**src/rtl/mips_pkg.sv**
```systemverilog
// Shared definitions for the MIPS core front end: fetch FSM states, next-PC
// select encoding and the default memory map used by the fetch controller.
package mips_pkg;

    localparam logic [31:0] PC_RESET_DEFAULT = 32'h0000_3000;
    localparam int          IM_DEPTH_DEFAULT = 4096;

    typedef enum logic {
        FS_RUN  = 1'b0,
        FS_HALT = 1'b1
    } fetch_state_t;

    typedef enum logic [1:0] {
        NPC_SEQ = 2'd0,
        NPC_BR  = 2'd1,
        NPC_J   = 2'd2,
        NPC_JR  = 2'd3
    } npc_sel_t;

    // Word offset of a conditional branch, sign-extended to a byte offset.
    function automatic logic [31:0] br_offset(input logic [15:0] imm);
        return {{14{imm[15]}}, imm, 2'b00};
    endfunction

    // j/jal target: stays inside the 256 MB region of the current PC.
    function automatic logic [31:0] jump_target(input logic [31:0] pc_cur,
                                                input logic [25:0] index);
        return {pc_cur[31:28], index, 2'b00};
    endfunction

endpackage

```
**src/rtl/npc_calc.sv**
```systemverilog
// Next-PC selection and legality check. Purely combinational: chooses among
// sequential, branch, jump and jump-register targets and range-checks the result.
module npc_calc
    import mips_pkg::*;
#(
    parameter logic [31:0] PC_RESET = PC_RESET_DEFAULT,
    parameter int          IM_DEPTH = IM_DEPTH_DEFAULT
) (
    input  logic [31:0] pc,
    input  logic        br_taken,
    input  logic [15:0] imm16,
    input  logic        jump,
    input  logic [25:0] instr_index,
    input  logic        jr,
    input  logic [31:0] rs_val,
    output npc_sel_t    sel,
    output logic [31:0] npc,
    output logic        legal
);

    // One past the last IM byte; 33 bits so a window ending at 2^32 still compares correctly.
    localparam logic [32:0] PC_LIMIT = {1'b0, PC_RESET} + 33'(4 * IM_DEPTH);

    logic [31:0] pc_plus4;
    logic [31:0] br_target;
    logic [31:0] j_target;
    logic        aligned;
    logic        above_base;
    logic        below_limit;

    assign pc_plus4  = pc + 32'd4;
    assign br_target = pc_plus4 + br_offset(imm16);
    assign j_target  = jump_target(pc, instr_index);

    always_comb begin
        sel = NPC_SEQ;
        if (jr) begin
            sel = NPC_JR;
        end else if (jump) begin
            sel = NPC_J;
        end else if (br_taken) begin
            sel = NPC_BR;
        end
    end

    always_comb begin
        npc = pc_plus4;
        case (sel)
            NPC_SEQ: npc = pc_plus4;
            NPC_BR:  npc = br_target;
            NPC_J:   npc = j_target;
            NPC_JR:  npc = rs_val;
            default: npc = pc_plus4;
        endcase
    end

    assign aligned     = (npc[1:0] == 2'b00);
    assign above_base  = ({1'b0, npc} >= {1'b0, PC_RESET});
    assign below_limit = ({1'b0, npc} < PC_LIMIT);
    assign legal       = aligned && above_base && below_limit;

endmodule

```
**src/rtl/fetch_ctrl.sv**
```systemverilog
// Instruction-fetch controller: PC register, RUN/HALT FSM, retired-fetch
// counter and sticky illegal-target flag; drives the IM word address.
module fetch_ctrl
    import mips_pkg::*;
#(
    parameter logic [31:0] PC_RESET = PC_RESET_DEFAULT,
    parameter int          IM_DEPTH = IM_DEPTH_DEFAULT
) (
    input  logic                        clk,
    input  logic                        reset,
    input  logic                        stall,
    input  logic                        br_taken,
    input  logic [15:0]                 imm16,
    input  logic                        jump,
    input  logic [25:0]                 instr_index,
    input  logic                        jr,
    input  logic [31:0]                 rs_val,
    input  logic                        halt_req,
    output logic [31:0]                 pc,
    output logic [$clog2(IM_DEPTH)-1:0] im_addr,
    output logic                        fetch_valid,
    output logic                        halted,
    output logic                        pc_err,
    output logic [31:0]                 retired
);

    localparam int AW = $clog2(IM_DEPTH);

    // Handshake: fetch_valid marks the word at im_addr as consumed at the next
    // rising edge; stall=1 holds pc so the same word is presented again.

    fetch_state_t state;
    fetch_state_t state_next;
    npc_sel_t     npc_sel;
    logic [31:0]  npc;
    logic         npc_legal;
    logic         commit;
    logic [31:0]  pc_offset;

    npc_calc #(
        .PC_RESET (PC_RESET),
        .IM_DEPTH (IM_DEPTH)
    ) u_npc_calc (
        .pc          (pc),
        .br_taken    (br_taken),
        .imm16       (imm16),
        .jump        (jump),
        .instr_index (instr_index),
        .jr          (jr),
        .rs_val      (rs_val),
        .sel         (npc_sel),
        .npc         (npc),
        .legal       (npc_legal)
    );

    // The instruction at pc commits whenever the controller runs unstalled.
    assign commit = (state == FS_RUN) && !stall;

    always_ff @(posedge clk) begin
        if (reset) begin
            state <= FS_RUN;
        end else begin
            state <= state_next;
        end
    end

    always_comb begin
        state_next = state;
        case (state)
            FS_RUN: begin
                if (!stall && (halt_req || !npc_legal)) begin
                    state_next = FS_HALT;
                end
            end
            FS_HALT: state_next = FS_HALT;
            default: state_next = FS_RUN;
        endcase
    end

    always_comb begin
        fetch_valid = 1'b0;
        halted      = 1'b0;
        case (state)
            FS_RUN:  fetch_valid = !stall;
            FS_HALT: halted      = 1'b1;
            default: begin
                fetch_valid = 1'b0;
                halted      = 1'b0;
            end
        endcase
    end

    // halt_req wins over any redirect; an illegal target keeps pc on the
    // offending instruction so software can inspect it after the halt.
    always_ff @(posedge clk) begin
        if (reset) begin
            pc      <= PC_RESET;
            retired <= 32'd0;
            pc_err  <= 1'b0;
        end else if (commit) begin
            retired <= retired + 32'd1;
            if (!halt_req) begin
                if (npc_legal) begin
                    pc <= npc;
                end else begin
                    pc_err <= 1'b1;
                end
            end
        end
    end

    assign pc_offset = pc - PC_RESET;
    assign im_addr   = AW'(pc_offset >> 2);

    // Debug-only view of the redirect source, kept observable for checkers.
    npc_sel_t npc_sel_dbg;
    assign npc_sel_dbg = npc_sel;

endmodule

```
**config.mk**
```make
export PLATFORM = sky130hd
export DESIGN_NAME = fetch_ctrl
export DESIGN_NICKNAME = d
export VERILOG_FILES = /design/src/rtl/mips_pkg.sv /design/src/rtl/npc_calc.sv /design/src/rtl/fetch_ctrl.sv
export SDC_FILE = /design/constraint.sdc
export NUM_CORES = 1
export LEC_CHECK = 0
export ABC_AREA = 1
export BUFFER_PORTS_ARGS = -buffer_cell sky130_fd_sc_hd__buf_4
export CAP_MARGIN = 20
export CORE_MARGIN = 2
export CORE_UTILIZATION = 56
export CTS_BUF_LIST = sky130_fd_sc_hd__clkbuf_8 sky130_fd_sc_hd__clkbuf_16
export DETAILED_ROUTE_END_ITERATION = 8
export PLACE_DENSITY_LB_ADDON = 0.05
export SETUP_SLACK_MARGIN = 0.15
export SLEW_MARGIN = 30
export SYNTH_ARGS = -nofsm -noshare
export SYNTH_HDL_FRONTEND = slang
export SYNTH_SLANG_ARGS = --single-unit
```
**constraint.sdc**
```tcl
create_clock -name clk -period 4.9 [get_ports clk]
set_clock_uncertainty 0.2 [all_clocks]
set_input_delay 0.245 -clock clk [delete_from_list [all_inputs] [get_ports clk]]
set_output_delay 0.245 -clock clk [all_outputs]
set_load 0.02 [all_outputs]
```
### Word-level counts from Yosys, hierarchy flattened

Cells that the tools add are included.

* register bits after elaboration: 66
* output and inout bits: 79
* input bits: 81
* logic and storage cells: 35

* add/subtract/negate cells: 4
* reductions and logical operators: 11
* mux-type cells: 8
* equality and inequality tests: 3
* bitwise operators: 3
* magnitude comparators: 2

Operators with widths (number)
* $pmux 32 s4: 1
* $add 32x1->32 const B: 1
* $add 32x3->32 const B: 1
* $add 32x32->32: 1
* $ge 32x14->1 const B: 1
* $lt 32x15->1 const B: 1
* $sub 14x14->14 const B: 1
* $reduce_and 3->1: 2
* $eq 2x2->1 const B: 2
* $logic_and 1x1->1: 4
* $logic_not 2->1: 2
* $mux 1: 4
* $mux 2: 2
* $not 1->1: 3
* $eq 2x1->1 const B: 1
* $logic_not 1->1: 2
* $pmux 1 s2: 1
* $logic_or 1x1->1: 1

### Depth between registers and ports, before layout

Gate-level depths: netlist of the first run.

* word-level depth: 13
* mapped depth: 31
* mapped depth without buffers: 31

### Cells and area by module

A second synthesis of the first run with hierarchy kept.

* cell total of the unflattened synthesis: 1249
* area, all modules: 6982.9 um2

By module, submodules not included
* npc_calc: area each 3936.3 um2, times used 1, cells each 812
* fetch_ctrl: area each 3046.7 um2, times used 1, cells each 437

### Least setup slack after synthesis of the first run

OpenSTA, ideal clock, no wires.

* path kind: reg-to-reg
* start point: register pc[2]
* end point: register pc[0]
* slack: 1.066 ns
* cell stages (with the launch flop): 28
* clock period less this slack: 3.834 ns
* library setup time: 0.137 ns
* buffers on the path: 1
* arrival: 3.497 ns
* path through: dfxtp_1 > ha_1 > nand3_1 > inv_1 > nand2_1 > nor2_1 > nand4_1 > xor2_1 > inv_1 > ha_1 > nand2_1 > nor2_1 > nand2_1 > nor2_1 > nand2_1 > nand3_1 > nand2_1 > nand3_1 > nand2_1 > nand2_1 > nand2_1 > nor2_2 > nand2_2 > nor2_4 > nand3_4 > inv_4 > buf_12 > nor3_2

* word-level cells in the longest chain between the ends: 7
* elaborated cells on any way between the ends: 8

RTL lines
* start: declaration: line fetch_ctrl.sv:19 `output logic [31:0] pc,`
* start signal: assignment: line fetch_ctrl.sv:104 `pc <= npc;`
* $add 32x3->32 (*): line npc_calc.sv:31 `assign pc_plus4 = pc + 32'd4;`
* $add 32x32->32: line npc_calc.sv:32 `assign br_target = pc_plus4 + br_offset(imm16);`
* $pmux 32 s4 (*): line npc_calc.sv:48 `case (sel)`
* $ge 32x14->1: line npc_calc.sv:58 `assign above_base = ({1'b0, npc} >= {1'b0, PC_RESET});`
* $logic_and 1x1->1: line npc_calc.sv:60 `assign legal = aligned && above_base && below_limit;`
* $logic_and 1x1->1 (*): line npc_calc.sv:60
* $reduce_and 3->1 (no source line) (*)

Mark *: on every way between the ends. The rest lies on a longest branch, timed or not.
A chain may end at the register's enable or synchronous reset.

### Worst setup path in the final report of the first run

* start point: register pc[14]
* end point: register pc[10]

Same word-level chain as after synthesis.

==> results.txt, run 1 <==
The run finished with clean final reports. The core region is 0.0121 sq mm. The tools report the launching element type of the critical path as a register.

The pin slew with the least headroom to its limit is 891 ps. The most used flip-flop cell after synthesis is sky130_fd_sc_hd__dfxtp_1. Data arrives at the worst endpoint at 4430 ps. After global routing the overflow that remains totals 0. The worst slack on hold paths came out at 14.4 ps. The detailed router's first-iteration violation count came out at 673.

For this design the ratio of total power to cell area is 166 mW/mm^2. The x dimension of the die is 116 um, and the total CTS buffers is 9. The via count of the first global-routing pass came out at 7568. Timing would allow up to 0.226 GHz. The first global-routing pass estimated 36.0 mm of wire.

Of the total power, the share spent switching nets is 26.5%. Count of endpoints failing hold in the final timing report: 0. The number of hold buffers added after CTS was 0; the total iterations of the first detailed-routing run was 6. The later pin in the worst-skew pair is clocked with a latency of 320 ps.

The clock-pin slew on the worst setup and hold paths works out to 50 ps. The number of antenna diodes in the final layout is 0. In the final layout, the share of cells above drive strength 1 is 17.0%.

The tools report the switching power total as 378 uW. The die span in y was 116 um; the gate count of the mapped netlist was 1231. Number of placement rows: 40. Adding up every negative setup slack in the final design gives 0 ps. The share of total power dissipated in combinational logic is 18.9%. The logs give 0 for the count of final setup violators and 3 for the total number of H-tree levels. The tools report the clock root buffer as sky130_fd_sc_hd__clkbuf_16. The logs give 38.1% for the relative contribution of sequential cells to total power and 0 for the number of antenna violations at the first check in global routing. Entering global routing, the biggest net connects 35 pins. After synthesis the cells add up to 0.00698 sq mm. Counting every sink on the clock net gives 66. The mean instance size in the synthesized netlist is 5.67 sq um, and the number of register bits inferred by synthesis is 66. The final layout contains 1490 nets. For the worst setup path, the data required time is 4910 ps. In this run the static leakage power is 4.50 nW.

The count of nets left with antenna violations once routing finished came out at 0. At the end of routability-driven placement, the weighted congestion stood at 1.01. The number of setup buffers added after CTS is 0, and the unique cell type count in the Yosys netlist is 50.

The tools report the wire length reported by the detailed router as 22.4 mm. The total of max-cap violations is 0, and the biggest fanout along the worst timing path is 12. The worst pin sits at a relative slew slack of 40.6%.

The count of flip-flops with a built-in enable after synthesis is 0, and the number of nets produced by synthesis is 1347. Count of pins over their slew limit: 0. Type of the worst min-delay path: in -> reg. The logs give 0.0134 sq mm for the floorplan die area and 8174 for the via count of the routed design.

Cell internal power was estimated by the tool at 1.05 mW. The tools report the global routing usage summed across all routing layers as 33.7%. The worst setup path is captured at a register. The worst-case IR drop observed on VDD is 226 uV. TritonCTS built the clock tree. Once layout is complete, the utilization of the core stands at 70.8%. Summed over all nets, the half-perimeter wirelength after detailed placement is 18.3 mm.

The proportion of register bits with asynchronous set or reset after synthesis was 0%; the via count normalized by instance count was 5.29. The share of total power dissipated in the clock network is 43.0%. No sink is reached through more buffers than the 2 on the longest clock path. The critical path is of the reg -> reg type. The area growth from synthesis to layout is 22.8%. The final critical path time including I/O delays and setup works out to 4420 ps. The share of the clock period used by the worst path after layout works out to 90.3%.

After synthesis, flip-flops and latches occupy 18.9% of the total area. The mean routed wirelength per cell is 14.5 um, and the starting density of the core is 57.7%. The count of buffers inserted at the top-level ports came out at 159.

After detailed routing, the number of remaining DRC violations is 0. 160 I/O pins were placed. The layout has 1177 filler cells. Count of synthesis-stage warnings from yosys: 0.

Setup repair after global routing left no endpoint under its margin.
==> path summary, 6_finish.rpt <==
kind	from	endpoint	slack, ps	cells after the start
worst min register to register	retired[19]	retired[19]	280	2
worst max-delay path	pc[14]	pc[10]	480	26
worst max register to register	pc[14]	pc[10]	480	26
worst min-delay path	stall	state	10	4
==> flip-flops by register name, indices dropped and copies added, names as in the netlist <==
signal,count
pc,32
pc_err,1
retired,32
state,1
==> timing repair <==
| action | CTS | global route |
|---|---|---|
| setup endpoints to repair | 0 | 34 |
| hold endpoints to repair | 0 | 0 |
| resized for setup | 0 | 12 |
==> cell type report <==
type	count	area (sq um)	share of cell area, %
Clock buffer	10	239	2.79
Clock inverter	5	47.5	0.555
Inverter	237	897	10.5
Multi-Input combinational cell	898	4640	54.1
Sequential cell	66	1320	15.4
Tap cell	168	210	2.45
Timing Repair Buffer	162	1220	14.2
==> synth_stat cells, types with 13 or more instances <==
cell                       number  area [sq um]
sky130_fd_sc_hd__nand4_1       24           150
sky130_fd_sc_hd__o21ai_0       31           155
sky130_fd_sc_hd__a21oi_1       53           265
sky130_fd_sc_hd__clkbuf_1      13          48.8
sky130_fd_sc_hd__nor2_1       133           499
sky130_fd_sc_hd__nand2_1      379          1420
sky130_fd_sc_hd__dfxtp_1       66          1320
sky130_fd_sc_hd__nand3_1       92           460
sky130_fd_sc_hd__nor3_1        28           140
sky130_fd_sc_hd__xor2_1        16           140
sky130_fd_sc_hd__ha_1          34           425
sky130_fd_sc_hd__inv_1        234           878
==> critical path, stage by stage, from the launching register on <==
cell                      delay [ps]
sky130_fd_sc_hd__dfxtp_1         470
sky130_fd_sc_hd__nand2_1         150
sky130_fd_sc_hd__nor3_2          250
sky130_fd_sc_hd__nand2_1          90
sky130_fd_sc_hd__inv_1            90
sky130_fd_sc_hd__nand4_1         160
sky130_fd_sc_hd__or2_0           250
sky130_fd_sc_hd__nand2_1          90
sky130_fd_sc_hd__inv_1            60
sky130_fd_sc_hd__ha_1            370
sky130_fd_sc_hd__nand2_1         130
sky130_fd_sc_hd__nor2_2          190
sky130_fd_sc_hd__nand2_1         150
sky130_fd_sc_hd__nor2_1          110
sky130_fd_sc_hd__nand2_1         130
sky130_fd_sc_hd__nand3_1         120
sky130_fd_sc_hd__nand2_1          50
sky130_fd_sc_hd__nand3_1         100
sky130_fd_sc_hd__nand2_1          80
sky130_fd_sc_hd__nand2_1          90
sky130_fd_sc_hd__nand2_1          60
sky130_fd_sc_hd__nor2_1          170
sky130_fd_sc_hd__nand3_1         150
sky130_fd_sc_hd__nor2_4          310
sky130_fd_sc_hd__nand3_1         120
sky130_fd_sc_hd__nand2_1         100
sky130_fd_sc_hd__nor2_1           60
==> placed cells by master (no fill, tap or decap), types with 2 or more instances in the layout <==
cell                        count
sky130_fd_sc_hd__nor4_1         2
sky130_fd_sc_hd__or2_1          2
sky130_fd_sc_hd__inv_1        235
sky130_fd_sc_hd__o2111ai_1      3
sky130_fd_sc_hd__nand4_1       24
sky130_fd_sc_hd__nor3b_1        2
sky130_fd_sc_hd__nand2_4        2
sky130_fd_sc_hd__and3_1         2
sky130_fd_sc_hd__or2_0          2
sky130_fd_sc_hd__nor2_2        14
sky130_fd_sc_hd__xnor2_1        3
sky130_fd_sc_hd__o21ai_0       31
sky130_fd_sc_hd__nand3_4        2
sky130_fd_sc_hd__inv_2          2
sky130_fd_sc_hd__nand3b_1       6
sky130_fd_sc_hd__nand3_1       92
sky130_fd_sc_hd__nor2_1       127
sky130_fd_sc_hd__xor2_2         2
sky130_fd_sc_hd__a221oi_1      12
sky130_fd_sc_hd__nor2_4         5
sky130_fd_sc_hd__nand3_2        4
sky130_fd_sc_hd__a211oi_1       8
sky130_fd_sc_hd__a22o_1        11
sky130_fd_sc_hd__a21oi_1       53
sky130_fd_sc_hd__clkinv_2       2
sky130_fd_sc_hd__clkbuf_16      9
sky130_fd_sc_hd__dfxtp_1       65
sky130_fd_sc_hd__nand2_2        4
sky130_fd_sc_hd__xor2_1        15
sky130_fd_sc_hd__nor3_1        26
sky130_fd_sc_hd__ha_1          34
sky130_fd_sc_hd__nor3_2        14
sky130_fd_sc_hd__or2_2          4
sky130_fd_sc_hd__buf_4        162
sky130_fd_sc_hd__and2_1         2
sky130_fd_sc_hd__nand2_1      379
==> cells by family (layout without fill, tap and decap cells) <==
family                   Yosys count  count (layout)  share of synthesized area, %
XOR/XNOR                          20              20                          2.62
buffers and inverters            267             414                          15.3
flip-flops                        66              66                          18.9
AND/OR/NAND/NOR                  719             719                          46.0
adder cells (fa/ha/maj)           35              35                          6.38
AO/OA/AOI/OAI                    124             124                          10.8
==> stage by stage <==
stage          instance area, sq um  total power [mW]  setup slack [ps]  instances
2_1_floorplan                  6980             0.711              1070       1231
3_3_place_gp                   8240             0.814               334       1531
3_5_place_dp                   8240             0.816               293       1531
4_1_cts                        8530              1.43               269       1546
5_1_grt                        8570              1.48               150       1546
6_report                       8570              1.42               476       1546
==> layer usage <==
metal,global-route usage [%],wire length (um),up-vias
li1,-,-,4166
met1,41.7,9420,3637
met2,58.2,10500,303
met3,5.23,1540,68
met4,14.4,892,0
met5,0,0,-
==> power by group through the flow <==
stage | logic (mW) | clock network [mW] | registers (mW)
2_1_floorplan | 0.155 | 0 | 0.556
3_3_place_gp | 0.261 | 0 | 0.553
3_5_place_dp | 0.263 | 0 | 0.553
4_1_cts | 0.265 | 0.620 | 0.542
5_1_grt | 0.296 | 0.638 | 0.542
6_report | 0.270 | 0.613 | 0.542
Note: power is estimated with default switching activity, not from simulation.
==> run 2, diff against run 1 <==
- CORE_MARGIN: 2 -> default
==> results.txt, run 2 (same netlist as run 1, synthesis figures left out) <==
For the worst max-slew margin expressed relative to the limit, the log shows 40.3% (was 40.6%). The total CTS buffers is 9 (unchanged), and the count of endpoints failing hold in the final timing report is 0 (unchanged). The launching element type of the critical path was a register (unchanged). The post-DP HPWL was 18.1 mm (was 18.3 mm). The tools report the kind of end point of the critical path as a register (unchanged). The starting density of the core is 57.9% (was 57.7%). The run gives 1.01 (about the same) as the weighted congestion reported at the end of routability-driven placement. The global routing usage summed across all routing layers was 34.6% (was 33.7%).

The worst-case reg-to-reg path depth was 25 (was 26). The number of nets with antenna violations after routing is 0 (unchanged), and the total iterations of the first detailed-routing run is 8 (was 6). The maximum resistive drop on vdd came out at 216 uV (was 226 uV). The startpoint of the lowest-slack hold path was stall (unchanged).

The total global routing overflow was 0 (unchanged); the cell depth of the worst hold path was 4 (unchanged). The number of antenna violations at the first check in global routing is 0 (unchanged). For the final antenna diode count, the log shows 0 (unchanged).

The kind of critical path was reg -> reg (unchanged). The cell internal power dissipation is 1.13 mW (was 1.05 mW), and the worst slack on hold paths is 9.56 ps (was 14.4 ps). The via count of the first global-routing pass is 7316 (was 7568), and the switching power total is 396 uW (was 378 uW). The x dimension of the die is 114 um (was 116 um), and the clock network fraction of design power is 46.9% (was 43.0%). For the quantity of gates resized following cts, the log shows 0 (unchanged). The via count normalized by instance count is 5.29 (about the same), and the endpoint required time on the critical path is 4940 ps (was 4910 ps). The number of setup buffers added after CTS is 0 (unchanged), and the buffer and inverter count on the worst path is 5 (was 2).

The number of remaining DRC errors was 0 (unchanged); the biggest fanout along the worst timing path was 18 (was 12). The clock tree buffer depth came out at 2 (unchanged). The tools report the floorplan die area as 0.0129 sq mm (was 0.0134 sq mm). The logs give 35 (unchanged) for the pin count of the biggest net entering global routing and 22.4 mm (about the same) for the wire length reported by the detailed router.

The ratio of total power to cell area came out at 178 mW/mm^2 (was 166 mW/mm^2). The total number of H-tree levels is 3 (unchanged). The logs give 330 ps (was 320 ps) for the latest clock arrival within the worst-skew pair and 8180 (was 8174) for the via count of the routed design. TritonCTS built the clock tree. The clock root buffer was sky130_fd_sc_hd__clkbuf_16 (unchanged).

The area of combinational cells with multiple inputs was 0.00463 sq mm (was 0.00464 sq mm); the signal arrival time at the worst endpoint was 4550 ps (was 4430 ps). The count of pins over their slew limit is 0 (unchanged). The tools report the static leakage as 4.53 nW (was 4.50 nW). The count of buffers inserted at the top-level ports works out to 159 (unchanged). Registers with the most flip-flops: pc x32, retired x32 (unchanged). The tools report the detailed router's first-iteration violation count as 653 (was 673). The number of top-level pins came out at 160 (unchanged). The switching share of total power is 25.9% (was 26.5%), and the pin slew with the least headroom to its limit is 890 ps (was 891 ps). The layout net count is 1490 (unchanged), and the clock-pin slew on the worst setup and hold paths is 60 ps (was 50 ps). The endpoint of the worst register-to-register path was pc[13] (was pc[10]).

The terminating pin of the worst hold path is state (unchanged). Family with the most delay on the worst path: simple AND/OR/NAND/NOR gates (unchanged). The wire length of the first global-routing pass is 35.2 mm (was 36.0 mm). Peak per-stage delay on the critical path: 410 ps (was 470 ps). Count of final setup violators: 0 (unchanged).

The reg-to-reg critical path startpoint is pc[3] (was pc[14]). The area added between synthesis and finish came out at 23.3% (was 22.8%). Overall power of the completed layout: 1.53 mW (was 1.42 mW). The share of the clock period used by the worst path after layout was 92.0% (was 90.3%).

The logs give 1142 (was 1177) for the number of fill cells and 17.7% (was 18.9%) for the proportion of power drawn by combinational gates. Setup repair after global routing could not meet its margin everywhere. The ratio of cells with drive above 1 in the final layout was 17.0% (about the same). For the sequential cell area, the log shows 0.00132 sq mm (unchanged). The total of max-cap violations is 0 (unchanged). Most frequent standard cell in the layout excluding fill and tap cells: sky130_fd_sc_hd__nand2_1 (unchanged).

The tools report the clock sink total as 66 (unchanged). Type of the worst min-delay path: in -> reg (unchanged). The flow ran to the end, and the final reports show no timing, DRC or antenna violations. Flop-to-flop setup slack: 390 ps (was 480 ps). The slowest stage cell on the critical path is sky130_fd_sc_hd__dfxtp_1 (unchanged).

For the number of hold buffers added after CTS, the log shows 0 (unchanged). Mean routed wirelength per cell: 14.5 um (about the same). The die span in y was 114 um (was 116 um). The final critical path time including I/O delays and setup came out at 4510 ps (was 4420 ps).

The relative contribution of sequential cells to total power came out at 35.4% (was 38.1%). Critical path's most frequent cell: sky130_fd_sc_hd__nand2_1 (unchanged). Top library cells by usage in the layout, fill and taps aside: sky130_fd_sc_hd__nand2_1, sky130_fd_sc_hd__inv_1, sky130_fd_sc_hd__buf_4 (unchanged).

The number of placement rows is 40 (unchanged). The maximum achievable frequency was 0.222 GHz (was 0.226 GHz). The placeable core area was 0.0121 sq mm (about the same). Sum of negative setup slack: 0 ps (unchanged).
## run 2: changes by cell type in the layout (fill, tap and decap cells not counted)
cell / before / now
sky130_fd_sc_hd__nor3_2: 14 / 12
sky130_fd_sc_hd__nand3_4: 2 / 1
sky130_fd_sc_hd__inv_1: 235 / 233
sky130_fd_sc_hd__nor3_4: 1 / 2
sky130_fd_sc_hd__inv_6: 0 / 1
sky130_fd_sc_hd__nand3_2: 4 / 5
sky130_fd_sc_hd__clkinvlp_4: 0 / 1
sky130_fd_sc_hd__clkbuf_8: 1 / 3
sky130_fd_sc_hd__inv_8: 1 / 0
sky130_fd_sc_hd__clkinv_2: 2 / 1
sky130_fd_sc_hd__nor2_1: 127 / 129
sky130_fd_sc_hd__nor3_1: 26 / 27
sky130_fd_sc_hd__nor2_2: 14 / 12
sky130_fd_sc_hd__bufinv_16: 1 / 2
## run 2: final cells by class
| class | count | share of cell area [%] |
|---|---|---|
| tap | 168 | 2.44 |
| multi-input combinational | 898 | 53.7 |
| sequential | 66 | 15.4 |
| clock inverter | 4 | 0.843 |
| inverter | 237 | 10.4 |
| timing repair buffer | 162 | 14.1 |
| clock buffer | 12 | 3.10 |
## run 2: how the worst max path moves through the flow
stage	slack, ps	cells after the start	endpoint	from
2_1_floorplan	1070	27	pc[0]	pc[2]
3_3_place_gp	340	24	pc[10]	pc[7]
3_5_place_dp	260	24	pc[14]	pc[2]
4_1_cts	230	24	pc[14]	pc[2]
5_1_grt	50	25	pc[12]	pc[3]
6_report	390	25	pc[13]	pc[3]
## run 2: routing by layer
| metal | GRT usage (%) | up-vias | wire, um |
|---|---|---|---|
| li1 | - | 4183 | - |
| met1 | 42.8 | 3599 | 9430 |
| met2 | 59.8 | 333 | 10500 |
| met3 | 4.62 | 65 | 1530 |
| met4 | 16.1 | 0 | 1020 |
| met5 | 0 | - | 0 |
## run 2: through the flow
step	utilization [%]	cell area, sq um	std cells	setup slack, ps
2_1_floorplan	-	6980	1231	1070
3_3_place_gp	68.3	8240	1531	336
3_5_place_dp	68.3	8240	1531	256
4_1_cts	71.1	8580	1547	231
5_1_grt	71.4	8610	1547	45.5
6_report	71.4	8610	1547	391
## run 2: power by group through the flow
stage	Sequential, mW	Combinational, mW	Clock [mW]
after floorplan	0.556	0.155	0
after global placement	0.553	0.262	0
after detailed placement	0.553	0.264	0
after CTS	0.542	0.266	0.722
after global routing	0.542	0.296	0.747
final	0.542	0.270	0.718
## run 2: worst register-to-register path, cell delays in order (launching register included)
cell and delay (ps):
sky130_fd_sc_hd__dfxtp_1 410, sky130_fd_sc_hd__ha_1 220, sky130_fd_sc_hd__nand3_1 150, sky130_fd_sc_hd__inv_1 150
sky130_fd_sc_hd__nand2_1 80, sky130_fd_sc_hd__nor2_2 190, sky130_fd_sc_hd__nand4_1 150, sky130_fd_sc_hd__xor2_1 260
sky130_fd_sc_hd__inv_1 90, sky130_fd_sc_hd__ha_1 370, sky130_fd_sc_hd__nand2_1 120, sky130_fd_sc_hd__nor2_1 130
sky130_fd_sc_hd__inv_1 90, sky130_fd_sc_hd__nor3_1 310, sky130_fd_sc_hd__nand2_1 160, sky130_fd_sc_hd__nand3_1 150
sky130_fd_sc_hd__nand2_1 80, sky130_fd_sc_hd__nand3_1 90, sky130_fd_sc_hd__nand3b_1 150, sky130_fd_sc_hd__inv_2 90
sky130_fd_sc_hd__nand2_1 80, sky130_fd_sc_hd__nor2_4 210, sky130_fd_sc_hd__nand3_4 130, sky130_fd_sc_hd__inv_6 210
sky130_fd_sc_hd__nand2_1 80, sky130_fd_sc_hd__nand3_1 70
